[src/rtl/pll_lock_supervisor.sv]
// -----------------------------------------------------------------------------
// pll_lock_supervisor
//
// Brings up the on-chip PLL from its reference-clock domain and gates the
// downstream system reset. After reset the PLL is held powered down for
// PD_CYCLES, then released. The block waits for a (synchronized) LOCK,
// requires LOCK_STABLE_CYCLES consecutive locked cycles, and then releases
// SYS_RST. A lock drop in RUN re-asserts SYS_RST immediately and counts a
// loss event. Acquisition attempts that exceed LOCK_TIMEOUT_CYCLES are
// retried through a fresh power-down. After MAX_RETRIES failed attempts the
// block parks in a sticky FAULT state that only RST can clear.
//
// Ports
//   CLK        in   free-running PLL reference clock
//   RST        in   synchronous, active-high reset
//   PD_REQ     in   level, 1 = hold the PLL powered down (synchronous to CLK)
//   LOCK       in   PLL lock indication, asynchronous to CLK
//   POWERDOWN  out  to the PLL, active low (0 = PLL off)
//   SYS_RST    out  active-high reset for the PLL output clock domains
//   READY      out  1 only while in RUN
//   FAULT      out  sticky retry-exhaustion flag
//   RETRY_CNT  out  failed acquisitions since the last RUN/OFF
//   LOSS_CNT   out  lock-loss events seen in RUN, saturating at 255
// -----------------------------------------------------------------------------
module pll_lock_supervisor #(
    parameter int LOCK_STABLE_CYCLES  = 1024,
    parameter int LOCK_TIMEOUT_CYCLES = 65536,
    parameter int PD_CYCLES           = 64,
    parameter int MAX_RETRIES         = 3
) (
    input  logic       CLK,
    input  logic       RST,
    input  logic       PD_REQ,
    input  logic       LOCK,
    output logic       POWERDOWN,
    output logic       SYS_RST,
    output logic       READY,
    output logic       FAULT,
    output logic [1:0] RETRY_CNT,
    output logic [7:0] LOSS_CNT
);

    // One shared cycle counter serves every timed state; it is sized for the
    // largest interval and restarted on each state entry.
    localparam int MAX_A     = (LOCK_STABLE_CYCLES > LOCK_TIMEOUT_CYCLES) ?
                               LOCK_STABLE_CYCLES : LOCK_TIMEOUT_CYCLES;
    localparam int MAX_PARAM = (MAX_A > PD_CYCLES) ? MAX_A : PD_CYCLES;
    localparam int CNT_W     = (MAX_PARAM > 1) ? $clog2(MAX_PARAM) : 1;

    localparam logic [CNT_W-1:0] PD_LAST      = CNT_W'(PD_CYCLES - 1);
    localparam logic [CNT_W-1:0] TIMEOUT_LAST = CNT_W'(LOCK_TIMEOUT_CYCLES - 1);
    localparam logic [CNT_W-1:0] STABLE_LAST  = CNT_W'(LOCK_STABLE_CYCLES - 1);
    localparam logic [CNT_W-1:0] CNT_ZERO     = '0;
    localparam logic [CNT_W-1:0] CNT_ONE      = CNT_W'(1);
    localparam logic [1:0]       RETRY_LIMIT  = 2'(MAX_RETRIES);
    localparam int               SYNC_STAGES  = 2;

    typedef enum logic [2:0] {
        S_PWRDN,
        S_WAIT_LOCK,
        S_STABLE,
        S_RUN,
        S_FAULT,
        S_OFF
    } state_t;

    state_t             state_q, state_d;
    logic [CNT_W-1:0]   cnt_q, cnt_d;
    logic [1:0]         retry_q, retry_d;
    logic [7:0]         loss_q, loss_d;
    logic               powerdown_q, powerdown_d;
    logic               sys_rst_q, sys_rst_d;
    logic               ready_q, ready_d;
    logic               fault_q, fault_d;
    logic [SYNC_STAGES-1:0] sync_q, sync_d;
    logic               lock_s;

    // LOCK synchronizer: stage 0 samples the raw pin, later stages shift.
    assign sync_d[0] = LOCK;
    generate
        for (genvar gi = 1; gi < SYNC_STAGES; gi++) begin : g_sync
            assign sync_d[gi] = sync_q[gi-1];
        end
    endgenerate
    assign lock_s = sync_q[SYNC_STAGES-1];

    always_comb begin
        state_d = state_q;
        cnt_d   = cnt_q;
        retry_d = retry_q;
        loss_d  = loss_q;

        // A lock drop in RUN is a loss event even when PD_REQ wins the
        // state transition on the same cycle.
        if (state_q == S_RUN && !lock_s && loss_q != 8'hFF) begin
            loss_d = loss_q + 8'd1;
        end

        if (state_q != S_FAULT) begin
            if (PD_REQ) begin
                state_d = S_OFF;
                cnt_d   = CNT_ZERO;
                retry_d = 2'd0;
            end else begin
                case (state_q)
                    S_PWRDN: begin
                        if (cnt_q >= PD_LAST) begin
                            state_d = S_WAIT_LOCK;
                            cnt_d   = CNT_ZERO;
                        end else begin
                            cnt_d = cnt_q + CNT_ONE;
                        end
                    end
                    S_WAIT_LOCK: begin
                        if (lock_s) begin
                            state_d = S_STABLE;
                            cnt_d   = CNT_ZERO;
                        end else if (cnt_q == TIMEOUT_LAST) begin
                            retry_d = retry_q + 2'd1;
                            cnt_d   = CNT_ZERO;
                            state_d = (retry_d == RETRY_LIMIT) ? S_FAULT : S_PWRDN;
                        end else begin
                            cnt_d = cnt_q + CNT_ONE;
                        end
                    end
                    S_STABLE: begin
                        if (!lock_s) begin
                            state_d = S_WAIT_LOCK;
                            cnt_d   = CNT_ZERO;
                        end else if (cnt_q == STABLE_LAST) begin
                            state_d = S_RUN;
                            cnt_d   = CNT_ZERO;
                            retry_d = 2'd0;
                        end else begin
                            cnt_d = cnt_q + CNT_ONE;
                        end
                    end
                    S_RUN: begin
                        if (!lock_s) begin
                            state_d = S_WAIT_LOCK;
                            cnt_d   = CNT_ZERO;
                        end
                    end
                    S_OFF: begin
                        // The PLL has already been off for at least one
                        // cycle, so the exit edge counts as the first
                        // power-down cycle. POWERDOWN then rises PD_CYCLES
                        // edges after PD_REQ falls, as it does after reset.
                        state_d = S_PWRDN;
                        cnt_d   = CNT_ONE;
                    end
                    default: begin
                        state_d = S_PWRDN;
                        cnt_d   = CNT_ZERO;
                    end
                endcase
            end
        end

        // Outputs are decoded from the next state so they change on the same
        // edge as the state register.
        powerdown_d = (state_d == S_WAIT_LOCK) || (state_d == S_STABLE) ||
                      (state_d == S_RUN);
        sys_rst_d   = (state_d != S_RUN);
        ready_d     = (state_d == S_RUN);
        fault_d     = (state_d == S_FAULT);
    end

    always_ff @(posedge CLK) begin
        if (RST) begin
            state_q     <= S_PWRDN;
            cnt_q       <= CNT_ZERO;
            retry_q     <= 2'd0;
            loss_q      <= 8'd0;
            powerdown_q <= 1'b0;
            sys_rst_q   <= 1'b1;
            ready_q     <= 1'b0;
            fault_q     <= 1'b0;
            sync_q      <= '0;
        end else begin
            state_q     <= state_d;
            cnt_q       <= cnt_d;
            retry_q     <= retry_d;
            loss_q      <= loss_d;
            powerdown_q <= powerdown_d;
            sys_rst_q   <= sys_rst_d;
            ready_q     <= ready_d;
            fault_q     <= fault_d;
            sync_q      <= sync_d;
        end
    end

    assign POWERDOWN = powerdown_q;
    assign SYS_RST   = sys_rst_q;
    assign READY     = ready_q;
    assign FAULT     = fault_q;
    assign RETRY_CNT = retry_q;
    assign LOSS_CNT  = loss_q;

endmodule

[config.mk]
export PLATFORM = sky130hd
export DESIGN_NAME = pll_lock_supervisor
export DESIGN_NICKNAME = d
export VERILOG_FILES = /design/src/rtl/pll_lock_supervisor.sv
export SDC_FILE = /design/constraint.sdc
export NUM_CORES = 1
export LEC_CHECK = 0
export ABC_AREA = 0
export CAP_MARGIN = 10
export CORE_ASPECT_RATIO = 1.75
export CORE_MARGIN = 2
export CORE_UTILIZATION = 44
export CTS_BUF_LIST = sky130_fd_sc_hd__clkbuf_2 sky130_fd_sc_hd__clkbuf_4 sky130_fd_sc_hd__clkbuf_8
export CTS_CLUSTER_DIAMETER = 150
export DETAILED_ROUTE_END_ITERATION = 10
export PLACE_DENSITY_LB_ADDON = 0.08
export SYNTH_ARGS = -nofsm -noshare
export SYNTH_HDL_FRONTEND = slang
export SYNTH_SLANG_ARGS = --single-unit
export TNS_END_PERCENT = 5
[constraint.sdc]
create_clock -name CLK -period 2.3 [get_ports CLK]
set_input_delay 0.46 -clock CLK [delete_from_list [all_inputs] [get_ports CLK]]
set_output_delay 0.46 -clock CLK [all_outputs]
set_load 0.03 [all_outputs]
==> reports/metrics.yaml <==
placed_area_um2: 2110
crit_type: "reg -> reg"
cts_buffers: 5
grtUsageMet3: 0.0348
crit_path_top_delay_cell: "a2bb2oi_1"
cts.sinks: 35
avgSynthCellArea_um2: 8.76
synthTopCellsByArea: "dfxtp_1 37%, nor2_1 5.0%, xor2_1 4.7%"
setup_viol: 0
synthCells: 214
clk_latency_ps: 290
grt_busiest_layer: "met2"
clock-root-buffer: "clkbuf_8"
postCtsSetupBuffers: 0
synthMuxAreaShare: 0.00534
grt_use_met1: 0.211
timing.final.ws_setup_ps: 251
p_sw_mw: 0.306
n_fill_cell: 406
drv_cap: 0
clock_tree.buffer_depth: 2
crit_chain: "ha_1, and3_2, nand3_1, a2bb2oi_1, buf_4, o21ai_0, o22ai_1"
path_clk_slew_ps: 70
rsz0062_at_grt: "no"
cp_data_arrival_time_ps: 2260
max_freq_mhz: 488
vdd_drop_max_mv: 0.340
cts_htree_levels: 2
initial_core_util: 0.456
die_h_um: 90.3
swShare: 0.261
final_common_cell: "dfxtp_1"
dpl_worst_slack_ps: 27.8
synth_cell_types: 51
ys_seq_elements: 35
cpPeakStageDelay_ps: 380
synth-seq-area-share: 0.374
die-area_um2: 4820
p_leak_nw: 0.781
status: "completed"
hold_class: "reg -> reg"
worst_pin_slew_ps: 729
min_period_ps: 2050
cts_hold_buffers: 0
drt_iter0_drc: 33
pwr-share-clk: 0.376
intPower_mw: 0.869
dp.cells: 279
p_seq_frac: 0.534
first_pass_iters: 4
rows: 31
synth_warnings: 0
synth_top_family_by_area: "simple AND/OR/NAND/NOR gates"
gp_congestion: 0.904
grt_max_degree: 21
track_usage: 0.208
tns_ps: 0
routed_wl_um: 4540
synth_adder_area_share: 0.0200
powerDensity_nw_per_um2: 532
final_cell_mix: "35 x dfxtp_1, 25 x nor2_1, 17 x clkdlybuf4s50_1"
start_kind: "register"
layout.cells.non_filler: 287
crit_path_end_kind: "register"
cts_tree: "done"
route.detailed.drc: 0
synth_compound_area_frac: 0.166
synth_simple_gate_area_frac: 0.314
grt_pass1_vias: 1697
io_buffers: 17
ios: 18
vias: 1661
finalClockSkew_ps: 3.31
grt_overflow_total: 0
cp.required_ps: 2510
drive_gt1_frac: 0.139
final_util: 0.538
yosysTopAreaCell: "dfxtp_1"
synth_top_area_share: 0.374
combPwrFrac: 0.091
max_slew_margin: 0.514
synth_xor_area_frac: 0.0748
fp.dieW_um: 53.3
grt.met2_usage: 0.371
coreArea_um2: 4110
fin_area_um2: 2210
crit_fanout: 5
nets: 244
multi_input_area_um2: 1100
antenna_found_initial: 0
syn_area_um2: 1870
slew_violations: 0
regArea_um2: 701
syn2layout_area_growth_pct: 18.0
via_per_inst: 5.79
final-hold-violation-count: 0
routedWlPerCell_um: 15.8
hpwl_um: 3520
ant_nets: 0
diodes: 0
finalCritPeriodShare: 0.891
grt_first_pass_wirelength_um: 7520
synth_nets: 221
==> stage by stage <==
step	power (mW)	hold WS (ps)
finish	1.18	456
global placement	0.742	429
global route	1.21	469
detailed placement	0.744	446
floorplan	0.703	414
CTS	1.18	459
==> repair_timing <==
action	4_1_cts	5_1_grt
endpoints found under the hold margin	0	0
setup endpoints to repair	0	11
gates resized for setup	0	1
==> power by group through the flow <==
stage / combinational, mW / sequential [mW] / clock (mW)
2_1_floorplan: 0.0660 / 0.637 / 0
3_3_place_gp: 0.101 / 0.640 / 0
3_5_place_dp: 0.103 / 0.641 / 0
4_1_cts: 0.104 / 0.627 / 0.445
5_1_grt: 0.115 / 0.629 / 0.469
6_report: 0.107 / 0.628 / 0.442
==> worst paths after layout <==
kind,from,endpoint,slack [ps],depth (start not counted)
worst max-delay path,cnt_q[0],cnt_q[0],250,7
worst min-delay path,sync_q[0],sync_q[1],460,1
worst max register to register,cnt_q[0],cnt_q[0],250,7
worst min register to register,sync_q[0],sync_q[1],460,1
==> sequential cells by signal, indices dropped and copies added, names as in the netlist <==
register / flops
POWERDOWN: 1
SYS_RST: 1
READY: 1
cnt_q: 16
LOSS_CNT: 8
sync_q: 2
state_q: 3
RETRY_CNT: 2
FAULT: 1
==> per-layer routing <==
layer | wire length, um | vias to the layer above
met5 | 0 | -
met1 | 1730 | 785
met4 | 193 | 0
li1 | - | 819
met2 | 2500 | 37
met3 | 118 | 20
==> worst max-delay path: cells and delay by family, from the launching register on <==
kind	cells	cell delay, ps
compound gates	3	730
fa+ha+maj	1	230
buf+inv	1	200
flops	1	340
simple gates	2	450
==> synth_stat cells, drive strengths merged <==
library cell,n
nand2,13
buf,5
and2b,1
and3,5
o21a,3
a2bb2oi,2
nor4bb,1
nand2b,2
dfxtp,35
a2111oi,1
mux2i,1
xor2,10
a211oi,2
a31oi,4
nor2,26
and2,3
inv,7
xnor2,6
o32a,1
nand3,15
o21ai,6
nor3,9
nor3b,3
o221ai,1
nor4,3
nand4bb,1
o21bai,1
a221o,2
nand4,8
nor2b,4
or2,1
o22ai,1
ha,3
and4,2
a221oi,2
or3,4
o211a,1
o31ai,1
clkbuf,5
a21oi,10
o2111ai,2
o211ai,1
==> logic make-up after synthesis <==
logic type	count (synthesis)
fa+ha+maj	3
xor+xnor	16
mux	1
buf+inv	17
compound gates	41
flops	35
simple gates	101
==> area by class of cell <==
cell class | count | share of cell area
repair buffers | 26 | 0.108
flip-flops and latches | 35 | 0.317
well taps | 49 | 0.0277
clock buffers | 5 | 0.0311
inverters | 7 | 0.0119
multi-input cells | 162 | 0.496
clock inverters | 3 | 0.00905
Power figures use the tool's default switching activity.
